<file path="src/rtl/imm_ext_pkg.sv">
// Shared types and helpers for the immediate extender.
// Contents:
//   ext_mode_t   - extension mode encoding (SIGN, ZERO, UPPER, BRANCH)
//   IMM_IN_W     - default raw immediate width
//   IMM_OUT_W    - default extended immediate width
//   ext_compute  - width-generic reference extension, result in the low out_w bits
package imm_ext_pkg;

   localparam int unsigned IMM_IN_W  = 16;
   localparam int unsigned IMM_OUT_W = 32;
   localparam int unsigned IMM_MAX_W = 64;

   typedef enum logic [1:0] {
      EXT_SIGN   = 2'd0,
      EXT_ZERO   = 2'd1,
      EXT_UPPER  = 2'd2,
      EXT_BRANCH = 2'd3
   } ext_mode_t;

   // Extends the low in_w bits of imm to out_w bits. Widths up to 64 bits.
   // Bits above out_w in the return value are always zero.
   function automatic logic [IMM_MAX_W-1:0] ext_compute(
      input logic [IMM_MAX_W-1:0] imm,
      input ext_mode_t            mode,
      input int unsigned          in_w     = IMM_IN_W,
      input int unsigned          out_w    = IMM_OUT_W,
      input int unsigned          br_shift = 2
   );
      logic [IMM_MAX_W-1:0] mask_in;
      logic [IMM_MAX_W-1:0] mask_out;
      logic [IMM_MAX_W-1:0] raw;
      logic [IMM_MAX_W-1:0] sext;
      logic [IMM_MAX_W-1:0] res;
      logic                 sign_bit;

      mask_in  = (64'd1 << in_w) - 64'd1;
      mask_out = (out_w >= IMM_MAX_W) ? {IMM_MAX_W{1'b1}} : ((64'd1 << out_w) - 64'd1);
      raw      = imm & mask_in;
      sign_bit = imm[in_w-1];
      sext     = sign_bit ? ((raw | ~mask_in) & mask_out) : raw;

      case (mode)
         EXT_SIGN:   res = sext;
         EXT_ZERO:   res = raw;
         EXT_UPPER:  res = (raw << (out_w - in_w)) & mask_out;
         EXT_BRANCH: res = (sext << br_shift) & mask_out;
         default:    res = '0;
      endcase
      return res;
   endfunction

endpackage

</file>
<file path="src/rtl/imm_ext_fifo2.sv">
// Generic 2-entry FIFO with valid/ready on both sides.
// Ports:
//   clk, rst        - clock, synchronous active-high reset
//   wr_valid/ready  - write handshake; wr_ready has no path from rd_ready
//   wr_data         - W-bit write payload
//   rd_valid/ready  - read handshake; rd_valid = (count != 0)
//   rd_data         - head entry, stable while rd_valid & !rd_ready
module imm_ext_fifo2
   import imm_ext_pkg::*;
#(
   parameter int unsigned W = 8
) (
   input  logic         clk,
   input  logic         rst,
   input  logic         wr_valid,
   output logic         wr_ready,
   input  logic [W-1:0] wr_data,
   output logic         rd_valid,
   input  logic         rd_ready,
   output logic [W-1:0] rd_data
);

   logic [W-1:0] mem [2];
   logic         wr_ptr;
   logic         rd_ptr;
   logic [1:0]   count;
   logic         push;
   logic         pop;

   // Ready is held low during reset so nothing is accepted into a clearing buffer.
   assign wr_ready = !rst && (count != 2'd2);
   assign rd_valid = (count != 2'd0);
   assign rd_data  = mem[rd_ptr];
   assign push     = wr_valid & wr_ready;
   assign pop      = rd_valid & rd_ready;

   // Storage, pointers and occupancy; storage is cleared so outputs read zero after reset.
   always_ff @(posedge clk) begin
      if (rst) begin
         mem[0] <= '0;
         mem[1] <= '0;
         wr_ptr <= 1'b0;
         rd_ptr <= 1'b0;
         count  <= 2'd0;
      end else begin
         if (push) begin
            mem[wr_ptr] <= wr_data;
            wr_ptr      <= ~wr_ptr;
         end
         if (pop) begin
            rd_ptr <= ~rd_ptr;
         end
         case ({push, pop})
            2'b10:   count <= count + 2'd1;
            2'b01:   count <= count - 2'd1;
            default: count <= count;
         endcase
      end
   end

endmodule

</file>
<file path="src/rtl/imm_ext_pipe.sv">
// Mode-selectable immediate extender with a 2-entry result buffer.
// Optional macro IMM_EXT_PERF_EN adds perf_cnt (pops) and perf_stall
// (cycles with out_valid & !out_ready), both 32-bit wrapping counters.
// Ports:
//   clk, rst                 - clock, synchronous active-high reset
//   in_valid/in_ready        - input handshake
//   in_imm, in_mode, in_tag  - raw immediate, extension mode, sideband tag
//   out_valid/out_ready      - output handshake
//   out_data, out_tag        - extended immediate and its tag
//   out_neg                  - top bit of the original raw immediate
module imm_ext_pipe
   import imm_ext_pkg::*;
#(
   parameter int unsigned IN_W     = IMM_IN_W,
   parameter int unsigned OUT_W    = IMM_OUT_W,
   parameter int unsigned TAG_W    = 4,
   parameter int unsigned BR_SHIFT = 2
) (
   input  logic             clk,
   input  logic             rst,
   input  logic             in_valid,
   output logic             in_ready,
   input  logic [IN_W-1:0]  in_imm,
   input  logic [1:0]       in_mode,
   input  logic [TAG_W-1:0] in_tag,
   output logic             out_valid,
   input  logic             out_ready,
   output logic [OUT_W-1:0] out_data,
   output logic [TAG_W-1:0] out_tag,
   output logic             out_neg
`ifdef IMM_EXT_PERF_EN
   ,
   output logic [31:0]      perf_cnt,
   output logic [31:0]      perf_stall
`endif
);

   localparam int unsigned BUF_W = OUT_W + TAG_W + 1;

   logic [OUT_W-1:0] ext_data;
   logic [BUF_W-1:0] wr_entry;
   logic [BUF_W-1:0] rd_entry;

   // Extension is purely combinational; only the pushed value reaches state.
   assign ext_data = OUT_W'(ext_compute(IMM_MAX_W'(in_imm), ext_mode_t'(in_mode),
                                        IN_W, OUT_W, BR_SHIFT));
   assign wr_entry = {ext_data, in_tag, in_imm[IN_W-1]};

   imm_ext_fifo2 #(
      .W (BUF_W)
   ) u_fifo (
      .clk      (clk),
      .rst      (rst),
      .wr_valid (in_valid),
      .wr_ready (in_ready),
      .wr_data  (wr_entry),
      .rd_valid (out_valid),
      .rd_ready (out_ready),
      .rd_data  (rd_entry)
   );

   assign out_data = rd_entry[BUF_W-1 -: OUT_W];
   assign out_tag  = rd_entry[TAG_W:1];
   assign out_neg  = rd_entry[0];

`ifdef IMM_EXT_PERF_EN
   // Pop and stall counters; wrap naturally at 2^32.
   always_ff @(posedge clk) begin
      if (rst) begin
         perf_cnt   <= 32'd0;
         perf_stall <= 32'd0;
      end else begin
         if (out_valid && out_ready) begin
            perf_cnt <= perf_cnt + 32'd1;
         end
         if (out_valid && !out_ready) begin
            perf_stall <= perf_stall + 32'd1;
         end
      end
   end
`endif

endmodule
</file>
<file path="config.mk">
export PLATFORM = sky130hd
export DESIGN_NAME = imm_ext_pipe
export DESIGN_NICKNAME = d
export VERILOG_FILES = /design/src/rtl/imm_ext_pkg.sv /design/src/rtl/imm_ext_fifo2.sv /design/src/rtl/imm_ext_pipe.sv
export SDC_FILE = /design/constraint.sdc
export NUM_CORES = 1
export LEC_CHECK = 0
export CORE_MARGIN = 1.5
export CORE_UTILIZATION = 46
export CTS_BUF_LIST = sky130_fd_sc_hd__clkbuf_4 sky130_fd_sc_hd__clkbuf_8 sky130_fd_sc_hd__clkbuf_16
export CTS_CLUSTER_SIZE = 8
export DETAILED_ROUTE_END_ITERATION = 7
export GPL_ROUTABILITY_DRIVEN = 0
export GPL_TIMING_DRIVEN = 0
export PLACE_DENSITY = 0.74
export SLEW_MARGIN = 20
export SYNTH_ARGS = -nofsm -noshare
export SYNTH_HDL_FRONTEND = slang
export SYNTH_SLANG_ARGS = --single-unit
</file>
<file path="constraint.sdc">
create_clock -name clk -period 4.4 [get_ports clk]
set_input_delay 1.1 -clock clk [delete_from_list [all_inputs] [get_ports clk]]
set_output_delay 1.1 -clock clk [all_outputs]
set_load 0.03 [all_outputs]
</file>
==> metrics.cfg <==
[worst_hold_path]
hold_path.class = reg -> reg
worstHoldEndpoint = u_fifo.wr_ptr
hold_depth = 2
hp-start = u_fifo.wr_ptr

[pwr]
p_leak_nw = 1.68
powerDensity_nw_per_um2 = 497
total_power_mw = 2.31
ir_drop_uv = 313

[global_routing]
grt_use_total_pct = 19.5
grt_antenna_before_repair = 0
grt_pass1_vias = 2506
grt_pass1_wl_microns = 12200
grt_start_max_net_pins = 24
overflow = 0

[sta]
rsz0062_at_grt = false
finalCriticalPeriod_ns = 3.63
hold_violations = 0
clock_skew_ns = 0.00440
max_slew_margin_pct = 58.8
fmax_ghz = 0.275
setup_tns_ns = 0
setup_violations = 0
worst_slew_pin_slew_ns = 0.618
finalMaxSlewViolations = 0
period_share_pct = 82.6

[worst_setup_path]
start_kind = register
rr_startpoint = u_fifo.count[0]
cp_max_fo = 10
r2r_slack_ns = 2.26
crit_chain = clkbuf_1 -> buf_2 -> mux2_2 -> clkdlybuf4s50_1
r2r-end = u_fifo.mem[0][1]
endpoint_kind = output pin
crit_type = reg -> out
cp_slowest_cell = clkdlybuf4s50_1
reg2regPathDepth = 5
critical_path.max_stage_delay_ns = 0.60
required_ns = 3.30
cp.arrival_ns = 2.53

[synthesis]
syn_inst = 288
netlist_area_sq_um = 3590
yosysMostFrequentCell = edfxtp_1
syn-num-nets = 315
yosys_warnings = 0
ys_ff_latch = 79
yosysSeqAreaShare_pct = 64.7
synth_top_area_share_pct = 61.9
synth_cell_types = 28
synth_flop_cell = edfxtp_1
synth_top_area_cell = edfxtp_1
synth_edf_count = 74
synth.area.top_cells = edfxtp_1, mux2_2, a21oi_1, nor2_1, dfxtp_1
synth.cells.most_frequent = edfxtp_1, nor2_1, a21oi_1
async_reset_ff_share_pct = 0
synth_area_per_cell_sq_um = 12.5

[clocking]
clkTransAtPathRegs_ns = 0.08
tritoncts = built
ctsHoldBuffers = 0
clock_tree.buffer_depth = 2
cts-resized-gates = 0
cts_setup_buffers = 0
ctsRootBufferMaster = clkbuf_8
clock_sinks = 79
cts_buffers = 9
clk_latency_ns = 0.35
cts.htree.levels = 3

[floorplan]
row_count = 32
core-area_sq_um = 7650
initial_core_util_pct = 46.9
chipHeight_microns = 91.3
ios = 65
die-area_sq_um = 8340
die_w_microns = 91.3

[run]
maxCapViolCount = 0

[cells_and_area]
layout-drive-gt1-share_pct = 18.9
fillers = 628
diodes = 0
syn_to_final_growth_pct = 29.3
fin_nets = 392

[drt]
vias = 2499
wirelength_microns = 7690
drc = 0
firstDrtPassIters = 5
antenna_left = 0
viasPerCell = 5.29
drt_iter0_drc = 167
routedWlPerCell_microns = 16.3

[run_status]
outcome = complete, no violations

[place]
dp_hpwl_microns = 5300
portBuffers = 64

## layer usage
layer	track usage, %	up-vias	part of all wire, %
met1	25.3	1209	43
met3	3.10	13	5.4
li1	-	1177	-
met2	32.3	100	50
met4	8.33	0	1.9
met5	0	-	0
## per-stage QoR
stage | utilization [%] | cell area [sq um] | hold WS (ns) | setup slack (ns) | instances
CTS | 60.7 | 4640 | 0.491 | 0.721 | 472
global placement | 57.0 | 4360 | 0.457 | 0.188 | 454
floorplan | - | 3590 | 0.451 | 1.17 | 288
global route | 60.7 | 4640 | 0.529 | 0.651 | 472
finish | 60.7 | 4640 | 0.488 | 0.766 | 472
detailed placement | 57.8 | 4420 | 0.480 | 0.787 | 456
## cell type report
| type | count | area, sq um | area share (%) |
|---|---|---|---|
| sequential | 79 | 2320 | 50.1 |
| inverter | 7 | 26.3 | 0.566 |
| multi-input combinational | 182 | 1140 | 24.6 |
| buffer | 20 | 103 | 2.21 |
| clock inverter | 7 | 97.6 | 2.10 |
| tap | 102 | 128 | 2.75 |
| timing repair buffer | 66 | 696 | 15.0 |
| clock buffer | 9 | 124 | 2.67 |
## worst max-delay path by stage
stage	cells past startpoint	endpoint	startpoint
floorplan	4	u_fifo.mem[1][0]	rst
global placement	5	u_fifo.mem[1][3]	rst
detailed placement	4	in_ready	rst
CTS	4	out_data[17]	register
global route	4	out_data[17]	register
finish	4	out_data[17]	register
## report_power, final
part | internal (mW) | switching, mW | leakage, nW
sequential | 0.901 | 0.0240 | 0.816
combinational | 0.349 | 0.436 | 0.760
clock | 0.320 | 0.276 | 0.107
## cell families after synthesis
| family | after synthesis | share of synthesized area [%] |
|---|---|---|
| AND/OR/NAND/NOR | 90 | 11.3 |
| adder cells (fa/ha/maj) | 1 | 0.349 |
| multiplexers | 38 | 11.9 |
| AO/OA/AOI/OAI | 50 | 7.39 |
| XOR/XNOR | 3 | 0.732 |
| buffers and inverters | 27 | 3.59 |
| flip-flops | 79 | 64.7 |
## registers in the layout (all words and copies together), names as in the netlist, named ones only
signal,flops
u_fifo.count,2
u_fifo.wr_ptr,1
u_fifo.rd_ptr,1
u_fifo.mem,74
## cell usage in the layout (no fill, tap or decap), drive strengths merged, types with 2 or more instances in the layout
cell type      Yosys  routed
edfxtp            74      74
clkdlybuf4s50      0      64
nor2              51      51
a21oi             43      43
mux2              38      38
clkbuf            10      19
nand2             15      15
nor2b             15      15
buf               10      12
inv                7       7
dfxtp              5       5
clkinv             0       4
nand2b             4       4
o21ai              3       3
xnor2              2       2
bufinv             0       2
## worst max-delay path: cells and delay by family (launching register included)
kind                   cells  cell delay [ns]
muxes                      1             0.39
buffers and inverters      3             1.48
DFF                        1             0.32
Power figures use the tool's default switching activity.
